[src/rtl/stream_pkg.sv]
// Shared types for the stream merge path: element layout, merge FSM states, EOS marker.
package stream_pkg;

   localparam int  ELEM_W   = 64;
   localparam logic EOS_FLAG = 1'b1;

   typedef struct packed {
      logic [ELEM_W-1:0] field0;
      logic              field1;
   } stream_elem_t;

   typedef enum logic [1:0] {
      RUN,
      EOS_OUT,
      CTRL,
      DONE
   } merge_state_e;

endpackage

[src/rtl/rr_arbiter.sv]
// Combinational round-robin picker: first requester at or after ptr_i, modulo N.
module rr_arbiter #(
   parameter int N  = 2,
   parameter int IW = 1
) (
   input  logic [N-1:0]  req_i,
   input  logic [IW-1:0] ptr_i,
   output logic [N-1:0]  grant_o,
   output logic [IW-1:0] idx_o
);

   logic found;
   int   j;

   // Walk the requesters starting at the pointer; the first hit wins.
   always_comb begin
      grant_o = '0;
      idx_o   = '0;
      found   = 1'b0;
      j       = 0;
      for (int k = 0; k < N; k++) begin
         j = int'(ptr_i) + k;
         if (j >= N) j = j - N;
         if (!found && req_i[j]) begin
            found      = 1'b1;
            grant_o[j] = 1'b1;
            idx_o      = IW'(j);
         end
      end
   end

endmodule

[src/rtl/stream_merge_arbiter.sv]
// Round-robin merge of N element streams into one registered output; emits one
// merged EOS after every input has ended, then a completion token on outCtrl.
module stream_merge_arbiter
   import stream_pkg::*;
#(
   parameter int N = 2,
   parameter int W = 64
) (
   input  logic           clock,
   input  logic           reset,
   input  logic [N-1:0]   in_valid,
   output logic [N-1:0]   in_ready,
   input  logic [N*W-1:0] in_data_field0,
   input  logic [N-1:0]   in_data_field1,
   output logic           out0_valid,
   input  logic           out0_ready,
   output logic [W-1:0]   out0_data_field0,
   output logic           out0_data_field1,
   output logic           outCtrl_valid,
   input  logic           outCtrl_ready
);

   localparam int IW = (N > 1) ? $clog2(N) : 1;

   merge_state_e  state_q, state_d;
   logic [N-1:0]  done_q, done_d;
   logic [IW-1:0] rr_q, rr_d;
   logic          out_vld_q, out_vld_d;
   logic [W-1:0]  out_data_q, out_data_d;
   logic          out_eos_q, out_eos_d;
   logic          ctrl_vld_q, ctrl_vld_d;

   logic [N-1:0]  eligible, grant;
   logic [IW-1:0] gidx;
   logic          can_load, take, drain, sel_eos;
   logic [W-1:0]  sel_data;

   // Inputs that already delivered EOS drop out of arbitration for good.
   assign eligible = in_valid & ~done_q;

   rr_arbiter #(.N(N), .IW(IW)) u_arb (
      .req_i   (eligible),
      .ptr_i   (rr_q),
      .grant_o (grant),
      .idx_o   (gidx)
   );

   // Output slot is free if empty or draining this edge, so loads run back-to-back.
   assign can_load = !out_vld_q || out0_ready;
   assign in_ready = (state_q == RUN && can_load) ? grant : '0;
   assign take     = |in_ready;
   assign drain    = out_vld_q && out0_ready;
   assign sel_data = in_data_field0[gidx*W +: W];
   assign sel_eos  = in_data_field1[gidx];

   assign out0_valid       = out_vld_q;
   assign out0_data_field0 = out_data_q;
   assign out0_data_field1 = out_eos_q;
   assign outCtrl_valid    = ctrl_vld_q;

   // Next-state: arbitration, EOS bookkeeping and the end-of-run sequence.
   always_comb begin
      state_d    = state_q;
      done_d     = done_q;
      rr_d       = rr_q;
      out_vld_d  = out_vld_q && !out0_ready;
      out_data_d = out_data_q;
      out_eos_d  = out_eos_q;
      ctrl_vld_d = ctrl_vld_q;
      case (state_q)
         RUN: begin
            if (take) begin
               rr_d = (gidx == IW'(N-1)) ? '0 : gidx + 1'b1;
               if (sel_eos) begin
                  // Input EOS is swallowed; only the merged EOS reaches out0.
                  done_d[gidx] = 1'b1;
               end else begin
                  out_vld_d  = 1'b1;
                  out_data_d = sel_data;
                  out_eos_d  = 1'b0;
               end
            end else if (&done_q && can_load) begin
               out_vld_d  = 1'b1;
               out_data_d = '0;
               out_eos_d  = EOS_FLAG;
               state_d    = EOS_OUT;
            end
         end
         EOS_OUT: begin
            if (drain) begin
               ctrl_vld_d = 1'b1;
               state_d    = CTRL;
            end
         end
         CTRL: begin
            if (ctrl_vld_q && outCtrl_ready) begin
               ctrl_vld_d = 1'b0;
               state_d    = DONE;
            end
         end
         DONE: ;
         default: state_d = RUN;
      endcase
   end

   // State registers with synchronous reset; an in-flight element is dropped.
   always_ff @(posedge clock) begin
      if (reset) begin
         state_q    <= RUN;
         done_q     <= '0;
         rr_q       <= '0;
         out_vld_q  <= 1'b0;
         out_data_q <= '0;
         out_eos_q  <= 1'b0;
         ctrl_vld_q <= 1'b0;
      end else begin
         state_q    <= state_d;
         done_q     <= done_d;
         rr_q       <= rr_d;
         out_vld_q  <= out_vld_d;
         out_data_q <= out_data_d;
         out_eos_q  <= out_eos_d;
         ctrl_vld_q <= ctrl_vld_d;
      end
   end

endmodule

[config.mk]
export PLATFORM = sky130hd
export DESIGN_NAME = stream_merge_arbiter
export DESIGN_NICKNAME = d
export VERILOG_FILES = /design/src/rtl/stream_pkg.sv /design/src/rtl/rr_arbiter.sv /design/src/rtl/stream_merge_arbiter.sv
export SDC_FILE = /design/constraint.sdc
export NUM_CORES = 1
export LEC_CHECK = 0
export BUFFER_PORTS_ARGS = -buffer_cell sky130_fd_sc_hd__buf_4
export CAP_MARGIN = 15
export CORE_MARGIN = 4
export CORE_UTILIZATION = 49
export DETAILED_ROUTE_END_ITERATION = 8
export PLACE_DENSITY = 0.83
export SLEW_MARGIN = 10
export SYNTH_ARGS = -nofsm -noshare
export SYNTH_HDL_FRONTEND = slang
export SYNTH_HIERARCHICAL = 1
export SYNTH_SLANG_ARGS = --single-unit
[constraint.sdc]
create_clock -name clock -period 3.5 [get_ports clock]
set_input_delay 0.525 -clock clock [delete_from_list [all_inputs] [get_ports clock]]
set_output_delay 0.525 -clock clock [all_outputs]
set_load 0.05 [all_outputs]
# Word level (Yosys, flattened, before mapping)

Cells that the tools add are included.
W data, S select, Z words.

Flip-flop bits (word level): 72
Bits of input ports: 136
Output and inout bits: 69
Logic and storage cells: 96

Add/subtract/negate cells: 4
$lt $le $gt $ge: 8
Equal/unequal tests: 7
Shifts and indexed selects: 1
Muxes and demuxes: 41
Bitwise logic cells: 4
Reductions and logical operators: 24

Operators by type and width:

| kind                    | number |
|---|---|
| $mux W64                | 3 |
| $shiftx A128 B8 Y64     | 1 |
| $ge A32 B1 Y1 const B   | 2 |
| $lt A32 B3 Y1 const B   | 2 |
| $mux W32                | 2 |
| $ge A32 B3 Y1 const B   | 1 |
| $sub A32 B3 Y32 const B | 1 |
| $mux W1                 | 24 |
| $mux W2                 | 7 |
| $logic_and A1 B1 Y1     | 9 |
| $reduce_and A3 Y1       | 3 |
| $ne A2 B2 Y1 const B    | 4 |
| $pmux W2 S3             | 1 |
| $reduce_and A5 Y1       | 1 |
| $or A2 B2 Y2            | 2 |
| $reduce_and A2 Y1       | 2 |
| $reduce_bool A2 Y1      | 2 |
| $demux W1 S1            | 3 |
| $logic_not A1 Y1        | 3 |
| $reduce_bool A3 Y1      | 1 |
| $sub A1 B2 Y3 const B   | 1 |
| $add A1 B1 Y2 const B   | 1 |
| $and A2 B2 Y2           | 1 |
| $eq A2 B1 Y1 const B    | 1 |
| 11 further kinds        | 11 |

# Depth between registers and ports, before layout

Gate-level depths: netlist of the first run.

Depth after elaboration: 14
Mapped depth: 9
Depth with buffers taken out: 6

# Modules after synthesis

Netlist of the first run, hierarchy kept.

By module, submodules not included:

| module               | times used | cells an instance | area each (um^2) | seq. area each (um^2) |
|---|---|---|---|---|
| stream_merge_arbiter | 1          | 346               | 3842.4           | 1441.4 |
| rr_arbiter           | 1          | 4                 | 30.0             | 0.0 |

# Worst setup path before layout of the first run

Ideal clock, no wire load.

Kind: input to register
From: in in_valid[1]
To: reg out_data_q[14], in the netlist out0_data_field0[14]
Setup time: 0.089 ns
Data arrival time: 2.183 ns
Required time: 3.411 ns
Slack: 1.228 ns
Stages: 9
Buffers on the path: 3
Cells stage by stage: nor2b_1 a21boi_1 buf_6 mux2i_1 nand2_1 or4_1 buf_4 buf_6 o32ai_2

Longest elaborated chain between the ends: 12
Elaborated cells between the ends (all ways): 25
Classes of those cells: eq/ne: 1; shift: 1; mux: 16; bitwise: 2; reduce/logical: 5

Ends and longest elaborated chain:

| item                                                                        | line                        | RTL |
|---|---|---|
| start: declaration                                                          | stream_merge_arbiter.sv:11  | `input logic [N-1:0] in_valid,` |
| $and A2 B2 Y2 *                                                             | stream_merge_arbiter.sv:39  | `assign eligible = in_valid & ~done_q;` |
| $mux W1 (not written as such) (3 in series)                                 | rr_arbiter.sv:24            | `if (!found && req_i[j]) begin` |
| $mux W1                                                                     | rr_arbiter.sv:24            |  |
| $logic_not A1 Y1                                                            | rr_arbiter.sv:24            |  |
| $logic_and A1 B1 Y1                                                         | rr_arbiter.sv:24            |  |
| $mux W1 *                                                                   | rr_arbiter.sv:24            |  |
| net gidx                                                                    | stream_merge_arbiter.sv:34  | `logic [IW-1:0] gidx;` |
| parallel branches: the longest is 4 deep, another holds $shiftx A128 B8 Y64 | n/a                         |  |
| end signal: assignment                                                      | stream_merge_arbiter.sv:121 | `out_data_q <= out_data_d;` |
| end: declaration                                                            | stream_merge_arbiter.sv:29  | `logic [W-1:0] out_data_q, out_data_d;` |

Mark *: on every way through the listed nets, which the timed path passes. The select of a mux whose other input is x is not followed.
A chain may end at the register's enable or synchronous reset.

# Worst setup path after layout of the first run

From: reg done_q[1]
To: reg out_data_q[21], in the netlist out0_data_field0[21]

Longest elaborated chain between the ends: 13
Elaborated cells between the ends (all ways): 28
Classes of those cells: eq/ne: 1; shift: 1; mux: 16; bitwise: 3; reduce/logical: 7

Ends and longest elaborated chain:

| item                                                                        | line                        | RTL |
|---|---|---|
| start: declaration                                                          | stream_merge_arbiter.sv:26  | `logic [N-1:0] done_q, done_d;` |
| start signal: assignment                                                    | stream_merge_arbiter.sv:118 | `done_q <= done_d;` |
| $not A2 Y2 *                                                                | stream_merge_arbiter.sv:39  |  |
| $and A2 B2 Y2 *                                                             | stream_merge_arbiter.sv:39  |  |
| net eligible[1]                                                             | stream_merge_arbiter.sv:33  | `logic [N-1:0] eligible, grant;` |
| $mux W1 (not written as such) (3 in series)                                 | rr_arbiter.sv:24            |  |
| $mux W1                                                                     | rr_arbiter.sv:24            |  |
| $logic_not A1 Y1                                                            | rr_arbiter.sv:24            |  |
| $logic_and A1 B1 Y1                                                         | rr_arbiter.sv:24            |  |
| $mux W1 *                                                                   | rr_arbiter.sv:24            |  |
| net gidx                                                                    | stream_merge_arbiter.sv:34  |  |
| parallel branches: the longest is 4 deep, another holds $shiftx A128 B8 Y64 | n/a                         |  |

Marked as above.

==> summary.txt, run 1 <==
Routing
  • Vias: about 3,400
  • Vias per Instance: roughly 5.2
  • Pre-antenna DRT Iters: 4
  • Final ANT Viol Nets: 0
  • Avg WL per Cell: between 15 and 20 um
  • Drt drc: 0
  • Final WL: ~11,000 um
  • Initial DRC Count: between 90 and 100

Worst setup path
  • Sequence of cells on the critical path: nor2b_1 -> a21boi_4 -> buf_4 -> buf_4 -> mux2i_1 -> o32ai_2
  • Crit. path cell count: 6
  • Worst path slowest cell: buf_4
  • Worst r2r path cells: 6
  • Crit end category: register
  • Critical path arrival: 2.75 ns
  • CP Max Fanout: 39
  • Buf/Inv on CP: 2
  • Critical path launch point type: register
  • CP peak stage delay: slightly above 0.6 ns
  • Critical path's top delay family: buffers and inverters
  • WS Path Type: register to register
  • Cell mode on critical path: buf_4
  • Worst endpoint required time: roughly 3.7 ns

Die
  • Chip width: a little under 100 um
  • Core Box Area: between 7000 and 8000 um2
  • Num rows: 32
  • Io pins: 205
  • Initial Util: 50.4%
  • Die height: about 97 um
  • Die Area: 9390 um2

Synth
  • Synth top area cells: dfxtp_1, o32ai_2, mux2i_1
  • Async set-or-reset flop fraction in the synthesized netlist: 0%
  • Most frequent cell after synthesis: dfxtp_1
  • Area leader, netlist: dfxtp_1
  • Mapped Avg Cell Area: approximately 11 um2
  • Part of the Yosys area used for sequential elements: between 30 and 40%
  • Yosys warns: 6
  • Post-synth EDFFs: 0
  • Yosys top cell area share: between 30% and 40%
  • Post-Synthesis Cells: between 300 and 400
  • Syn Std Cell Area: roughly 3900 um2
  • Syn_nets: 490
  • Most instantiated cells after synthesis: dfxtp_1, inv_1, mux2i_1
  • Top_reg_cell synth: dfxtp_1
  • FF+latch count, synth: 72
  • Post-synth cell types: 31

Final layout
  • Ant. Diodes: 0
  • Fin util: between 70 and 80%
  • Layout cell share with drive strength beyond 1: a little over half
  • Area growth, synth to finish: 44.7%
  • Nets: about 680

STA
  • Final Cycle Share: around three quarters
  • Worst-Margin Slew: ~1.0 ns
  • Final setup violation count: 0
  • WHS: ~0.46 ns
  • Final worst slack: 0.922 ns
  • Fin crit period: 2.58 ns
  • Post-route setup TNS: 0 ns
  • RSZ-0062 raised after global routing: no
  • Clk_skew: ~0.0092 ns
  • Number of hold violations in the final report: 0
  • Rel. slew slack: 31.5%
  • F_max: approximately 390 MHz
  • Count of final max-slew check failures: 0

Outcome
  • Outcome: finished clean

Power
  • PwrDens: ~650 nW/um2
  • Sequential share of power: 30.2%
  • Pleak: 2.47 nW
  • Int Power: 2.01 mW
  • Sw frac: between 40 and 50%
  • Net switching power of the design: 1.63 mW
  • Clock network power share: 17.6%
  • Peak VDD IR: approximately 320 uV
  • Total power draw: between 3 and 4 mW
  • Logic pwr share: a little over half

Clocking
  • CTS root buf: clkbuf_8
  • CTS max path bufs: 2
  • Clock latency on the worst-skew pair: 0.33 ns
  • Hold Buf Count CTS: 0
  • Clk sinks: 72
  • CTS tree: yes
  • Post-CTS sizing: 0
  • CTS Buf Count: 9
  • H-tree levels: 3
  • Setup Fix Bufs, Post-CTS: 0
  • Worst-path clk slew: approximately 0.080 ns

Placement
  • Post-DP HPWL: between 8000 and 9000 um
  • Dpl ws: about 0.6 ns
  • Routability cong.: 0.913
  • Port Buf Inserts: approximately 200

Global route
  • First-pass GRT wire length: 17,100 um
  • Vias in the first global route: ~3,500
  • GR Util All Layers: 22.4%
  • Initial antenna violation count: 0
  • Largest net degree at the start of global routing: 65
  • Grt total ovfl: 0

Run
  • Max-cap violation count: 0

Worst hold path
  • Worst hold path type: input pin to register
  • Hold Path Depth: 3
[final cells by class]
type	instances	area [um2]
Tap cell	102	128
Clock inverter	3	42.5
Multi-Input combinational cell	180	2020
Inverter	69	259
Timing Repair Buffer	209	1570
Sequential cell	72	1440
Fill cell	575	2080
Clock buffer	12	145
[placed cells by master, fill, tap and decap left out, types with 3 or more instances in the layout]
cell type / instances
buf_4: 209
dfxtp_1: 72
inv_1: 69
mux2i_1: 66
o32ai_2: 60
clkbuf_8: 10
nor2_1: 8
nand2_1: 5
nand2b_1: 4
o32ai_1: 4
ha_1: 4
nor2b_1: 3
a31oi_1: 3
a21oi_1: 3
[kinds of logic (layout without fill, tap and decap cells)]
family                     Yosys count  in the layout  share of synthesized area [%]
and+or+nand+nor                     28             28                           3.65
adders and majority gates            4              4                           1.29
DFF                                 72             72                           37.2
muxes                               68             68                           17.6
AOI/OAI and AO/OA                   80             80                           29.0
buffers and inverters               98            293                           11.2
[metal layers]
layer	GRT usage [%]	wire length (um)	vias to the layer above	part of all wire, %
met2	40.3	5550	156	52
met4	10.4	341	0	3.2
met1	24.2	4010	1568	38
met3	6.13	768	28	7.2
li1	-	-	1643	-
met5	0	0	-	0
[final timing paths]
check                            from                    to  slack, ns
hold reg to reg   out0_data_field0[7]   out0_data_field0[7]       0.49
setup / recovery            done_q[1]  out0_data_field0[21]       0.92
hold / removal      in_data_field1[0]             done_q[0]       0.46
setup reg to reg            done_q[1]  out0_data_field0[21]       0.92
[power by group through the flow]
stage	clock network, mW	registers (mW)	logic [mW]
after floorplan	0	1.67	0.832
after global placement	0	1.11	1.88
after detailed placement	0	1.12	1.91
after CTS	0.656	1.10	1.91
after global routing	0.699	1.12	2.01
final	0.641	1.10	1.90
[worst register-to-register path: cells and delay by family (launching register included)]
family / cells / cell delay, ns
AOI/OAI and AO/OA: 2 / 0.38
buffers and inverters: 2 / 1.07
DFF: 1 / 0.35
and+or+nand+nor: 1 / 0.23
muxes: 1 / 0.39
[through the flow]
| stage | area (um2) | instances |
|---|---|---|
| CTS | 5610 | 647 |
| detailed placement | 5420 | 632 |
| floorplan | 3870 | 350 |
| global placement | 5420 | 632 |
| finish | 5610 | 647 |
| global route | 5610 | 647 |
[sequential cells by signal, indices dropped and copies added, names as in the netlist]
| signal | cells |
|---|---|
| done_q | 2 |
| out0_data_field0 | 64 |
| out0_data_field1 | 1 |
| out0_valid | 1 |
| outCtrl_valid | 1 |
| rr_q | 1 |
| state_q | 2 |
(Power assumes the default switching activity.)
==> run 2: changes to the inputs <==
ABC_AREA = 1   (was not set)
CORE_UTILIZATION = 44   (was 49)
PLACE_DENSITY = 0.77   (was 0.83)
clock period = 2.6 ns   (was 3.5 ns; I/O delays follow)
==> run 2 against run 1 <==
  * Setup slack worse by 0.33 ns
  * Critical path type is now register to output port
  * Highest routed layer unchanged
  * Critical endpoint is now in_ready[0]
  * Final cell count is 32% higher
  * Largest power group unchanged
  * Die area is 2.8% higher
  * Utilization is 4.2 points lower
  * Sequential power is 44% higher
==> summary.txt, run 2 <==
Outcome
  • Outcome: finished clean

Routing
  • Initial DRC Count: approximately 110
  • Avg WL per Cell: roughly 14 um
  • Final WL: between 10,000 and 15,000 um
  • Final ANT Viol Nets: 0
  • Drt drc: 0
  • Pre-antenna DRT Iters: 5
  • Vias: between 4,000 and 5,000
  • Vias per Instance: roughly 5.0

Synth
  • Synth top area cells: dfxtp_1, nand2_1, a21oi_1
  • Post-synth cell types: 21
  • FF+latch count, synth: 72
  • Most instantiated cells after synthesis: nand2_1, dfxtp_1, a21oi_1
  • Post-Synthesis Cells: about 570
  • Part of the Yosys area used for sequential elements: between 40% and 50%
  • Yosys warns: 6
  • Area leader, netlist: dfxtp_1
  • Post-synth EDFFs: 0
  • Async set-or-reset flop fraction in the synthesized netlist: 0%
  • Top_reg_cell synth: dfxtp_1
  • Syn_nets: around 700
  • Mapped Avg Cell Area: between 6 and 7 um2
  • Most frequent cell after synthesis: nand2_1
  • Yosys top cell area share: approximately 40%
  • Syn Std Cell Area: between 3000 and 4000 um2

Final layout
  • Final instance area: ~5400 um2
  • Layout cell share with drive strength beyond 1: a little under a third
  • Nets: slightly below 900
  • Filler Cell Count: ~720
  • Ant. Diodes: 0
  • Number of flip-flops in the largest register: between 60 and 70
  • Leading cell type in the layout, fill and taps excluded: nand2_1
  • Area growth, synth to finish: 49.7%
  • Commonest cells after routing, fill and taps aside: nand2_1, buf_4, dfxtp_1

Worst hold path
  • Worst hold path type: input pin to register
  • Hold Path End: out0_data_field0[53]
  • Hold Path Depth: 5
  • Min-delay src: in_data_field0[53]

Clocking
  • CTS root buf: clkbuf_8
  • CTS max path bufs: 2
  • CTS tree: yes
  • CTS Buf Count: 9
  • Clock latency on the worst-skew pair: approximately 0.33 ns
  • Worst-path clk slew: approximately 0.070 ns
  • Clk sinks: 72
  • Setup Fix Bufs, Post-CTS: 0
  • H-tree levels: 3
  • Post-CTS sizing: 0
  • Hold Buf Count CTS: 0

Worst setup path
  • R2R Path End: out0_data_field0[41]
  • WS Path Type: register to output port
  • Worst r2r path cells: 10
  • CP Max Fanout: 3
  • Reg2Reg Launch Point: done_q[1]
  • R2R setup slack: between 0.6 and 0.7 ns
  • Crit end category: output port
  • Critical path launch point type: register
  • Worst endpoint required time: approximately 2.2 ns
  • Critical path arrival: around 1.6 ns

Global route
  • First-pass GRT wire length: about 18,000 um
  • Vias in the first global route: ~4,100
  • GR Util All Layers: roughly 23%
  • Initial antenna violation count: 0
  • Largest net degree at the start of global routing: 66
  • Grt total ovfl: 0

Die
  • Die height: approximately 100 um
  • Chip width: 98.2 um
  • Io pins: 205
  • Core Box Area: slightly below 8000 um2
  • Num rows: 32
  • Initial Util: 45.9%
  • Die Area: 9650 um2

STA
  • F_max: 497 MHz
  • Final Cycle Share: between 70 and 80%
  • Number of hold violations in the final report: 0
  • Rel. slew slack: a little over two thirds
  • Final worst slack: 0.590 ns
  • Fin crit period: between 2 and 2.5 ns
  • Post-route setup TNS: 0 ns
  • Worst-Margin Slew: about 0.44 ns
  • RSZ-0062 raised after global routing: no
  • Count of final max-slew check failures: 0
  • Final setup violation count: 0
  • Clk_skew: approximately 0.0080 ns

Placement
  • Port Buf Inserts: just over 200
  • Dpl ws: roughly 0.55 ns
  • Post-DP HPWL: 8700 um
  • Placement Cell Area: 5160 um2
  • Routability cong.: around 0.86

Power
  • Pleak: 2.75 nW
  • PwrDens: roughly 1100 nW/um2
  • Total power draw: 5.87 mW
  • Peak VDD IR: around 620 uV

Run
  • Max-cap violation count: 0
-- run 2: changes by cell type after synthesis, sizes merged, moves of 4 or more --
| cell | delta |
|---|---|
| clkbuf | +4 |
| buf | +9 |
| mux2i | -66 |
| nand2 | +269 |
| inv | -55 |
| o32ai | -64 |
| a21oi | +67 |
| nand2b | -4 |
| nand3 | +68 |
-- run 2: power breakdown --
group | total, mW | switching [mW] | internal [mW]
clock network | 0.898 | 0.384 | 0.513
registers | 1.58 | 0.174 | 1.40
logic | 3.39 | 2.36 | 1.03
-- run 2: metrics by stage --
stage | std cells | utilization [%] | hold WS (ns)
after global placement | 840 | 66.0 | 0.436
after detailed placement | 840 | 66.0 | 0.453
after CTS | 855 | 68.7 | 0.423
final | 855 | 68.7 | 0.433
after global routing | 855 | 68.7 | 0.434
after floorplan | 565 | - | 0.463
-- run 2: metal layers --
metal  wire length [um]  up-vias  track usage, %
li1                   -     2168               -
met1               4430     1880            24.3
met2               5680      187            40.4
met3               1120       30            7.57
met4                371        0            10.6
met5                  0        -               0
-- run 2: cell type report --
type | instances | area (um2) | area share (%)
Timing Repair Buffer | 215 | 1630 | 30.3
Tap cell | 102 | 128 | 2.38
Clock buffer | 12 | 165 | 3.08
Inverter | 14 | 52.6 | 0.980
Multi-Input combinational cell | 437 | 1910 | 35.6
Clock inverter | 3 | 40.0 | 0.747
Sequential cell | 72 | 1440 | 26.9
-- run 2: cells by family after synthesis --
family / after synthesis / share of synthesized area (%)
flip-flops: 72 / 40.2
AND/OR/NAND/NOR: 354 / 40.0
adder cells (fa/ha/maj): 4 / 1.40
buffers and inverters: 56 / 6.88
AO/OA/AOI/OAI: 79 / 11.5
-- run 2: worst max-delay path, cell delays in order (launching register included) --
cell	delay (ns)
dfxtp_1	0.33
nor2_1	0.28
a21boi_2	0.24
nand3_1	0.14
inv_1	0.10
buf_4	0.20
-- run 2: how the worst max path moves through the flow --
stage,slack [ns],to,startpoint,depth (start not counted)
after detailed placement,0.55,out0_data_field0[56],in_valid[1],12
after global placement,0.65,out0_data_field0[56],in_valid[1],12
after global routing,0.44,out0_data_field0[41],done_q[1],10
after CTS,0.58,in_ready[0],done_q[0],5
after floorplan,0.81,out0_data_field0[19],in_valid[1],10
final,0.59,in_ready[0],done_q[0],5
==> run 3: changes to the inputs <==
ABC_AREA = 0   (was 1)
CORE_UTILIZATION = 41   (was 44)
PLACE_DENSITY = 0.74   (was 0.77)
clock period = 1.8 ns   (was 2.6 ns; I/O delays follow)
==> run 3 against run 2 <==
  * The run now ends with setup timing left
  * Power is 36% higher
  * Clock-buffer cell count is 2 lower
  * Via count fell by 18%
  * Global-route usage fell by 2.6 points
  * Final cell count decreased by 19%
  * Critical path type is now register to register
  * Critical endpoint is now out0_data_field0[20]
==> summary.txt, run 3 (synthesis results as in run 1) <==
Outcome
  • Outcome: finished with violations
  • Violated checks: setup timing

Routing
  • Drt drc: 0
  • Avg WL per Cell: 16.5 um
  • Final ANT Viol Nets: 0
  • Vias per Instance: ~5.0
  • Final WL: roughly 11,000 um
  • Vias: around 3,500
  • Pre-antenna DRT Iters: 4
  • Initial DRC Count: roughly 120

Clocking
  • CTS tree: yes
  • CTS max path bufs: 2
  • H-tree levels: 3
  • Worst-path clk slew: approximately 0.080 ns
  • Clock latency on the worst-skew pair: roughly 0.34 ns
  • CTS root buf: clkbuf_8
  • Clk sinks: 72
  • Hold Buf Count CTS: 0
  • CTS Buf Count: 9

STA
  • Final worst slack: -0.270 ns
  • F_max: between 400 and 500 MHz
  • Final Cycle Share: 115%
  • Clk_skew: 0.00973 ns
  • Final setup violation count: 64
  • Worst-Margin Slew: 0.506 ns
  • WHS: slightly below 0.2 ns
  • Fin crit period: 2.07 ns
  • Number of hold violations in the final report: 0
  • RSZ-0062 raised after global routing: yes
  • Count of final max-slew check failures: 0
  • Rel. slew slack: between 60% and 70%
  • Post-route setup TNS: -13.26 ns

Worst setup path
  • Crit end category: register
  • Critical path arrival: 2.31 ns
  • CP Max Fanout: 9
  • Worst r2r path cells: 8
  • Reg2Reg Launch Point: done_q[1]
  • Critical path launch point type: register
  • R2R Path End: out0_data_field0[20]
  • Worst endpoint required time: 2.04 ns
  • R2R setup slack: -0.27 ns
  • WS Path Type: register to register

Power
  • Peak VDD IR: ~500 uV
  • Total power draw: approximately 8 mW
  • PwrDens: ~1300 nW/um2
  • Pleak: about 2.8 nW

Die
  • Num rows: 35
  • Die Area: around 11,000 um2
  • Initial Util: between 40% and 50%
  • Io pins: slightly above 200
  • Die height: ~110 um
  • Chip width: about 110 um
  • Core Box Area: approximately 9200 um2

Final layout
  • Nets: 719
  • Non-Filler Instances: ~690
  • Fin util: 68.2%
  • Leading cell type in the layout, fill and taps excluded: buf_4
  • Ant. Diodes: 0
  • Number of flip-flops in the largest register: between 60 and 70
  • Layout cell share with drive strength beyond 1: about 58%
  • Final instance area: between 6000 and 7000 um2
  • Commonest cells after routing, fill and taps aside: buf_4, dfxtp_1, inv_1
  • Area growth, synth to finish: 61.9%

Global route
  • First-pass GRT wire length: ~18,000 um
  • M2 GR Usage: a little over a third
  • Largest net degree at the start of global routing: between 70 and 80
  • Grt total ovfl: 0
  • Vias in the first global route: 3,625
  • Met3 GRT Util: 5.81%
  • GR peak layer: met2
  • Global-route met1 utilization: between 20 and 25%
  • GR Util All Layers: around 20%
  • Initial antenna violation count: 0

Placement
  • Placement Cell Area: ~5600 um2
  • Dpl ws: -0.286 ns
  • Post-DP HPWL: 7610 um
  • Port Buf Inserts: 204
  • Inst Count DP: roughly 650
  • Routability cong.: roughly 0.75

Worst hold path
  • Worst hold path type: input pin to register
  • Hold Path Depth: 3
  • Hold Path End: done_q[0]
  • Min-delay src: in_data_field1[0]

Run
  • Max-cap violation count: 0
==> run 3: worst max-delay path by stage <==
stage                      startpoint                    to  cells after the start
after floorplan             done_q[1]  out0_data_field0[18]                      9
after global placement    in_valid[1]   out0_data_field0[4]                      8
after detailed placement  in_valid[1]   out0_data_field0[6]                      8
after CTS                   done_q[1]   out0_data_field0[6]                      8
after global routing        done_q[1]  out0_data_field0[20]                      8
final                       done_q[1]  out0_data_field0[20]                      8
==> run 3: what timing repair did <==
item / in CTS / in global routing
pin swaps: 1 / 1
setup buffers: 16 / 2
gates cloned: 8 / 3
resized for setup: 20 / 11
endpoints found under the setup margin: 66 / 70
==> run 3: worst max-delay path: stages (launching register included) <==
cell,delay (ns)
dfxtp_2,0.34
nor2b_4,0.12
a21boi_4,0.19
mux2i_1,0.24
nand2_1,0.11
or4_4,0.52
buf_12,0.18
clkbuf_16,0.17
o32ai_2,0.11
==> run 3: final cells by class <==
type | instances | area (um2)
fill | 707 | 2930
timing repair buffer | 247 | 2200
multi-input combinational | 180 | 2070
sequential | 72 | 1440
inverter | 69 | 259
tap | 111 | 139
clock buffer | 10 | 128
clock inverter | 5 | 25.0
==> run 3: report_power, final <==
part / switching [mW] / total [mW] / internal (mW)
registers: 0.185 / 2.13 / 1.94
clock network: 0.584 / 1.06 / 0.481
logic: 2.67 / 4.78 / 2.11
==> run 3: metal layers <==
metal / vias up / share of wire (%)
met5: - / 0
met4: 0 / 2.1
met3: 19 / 7.4
met2: 146 / 51
met1: 1602 / 39
li1: 1721 / -
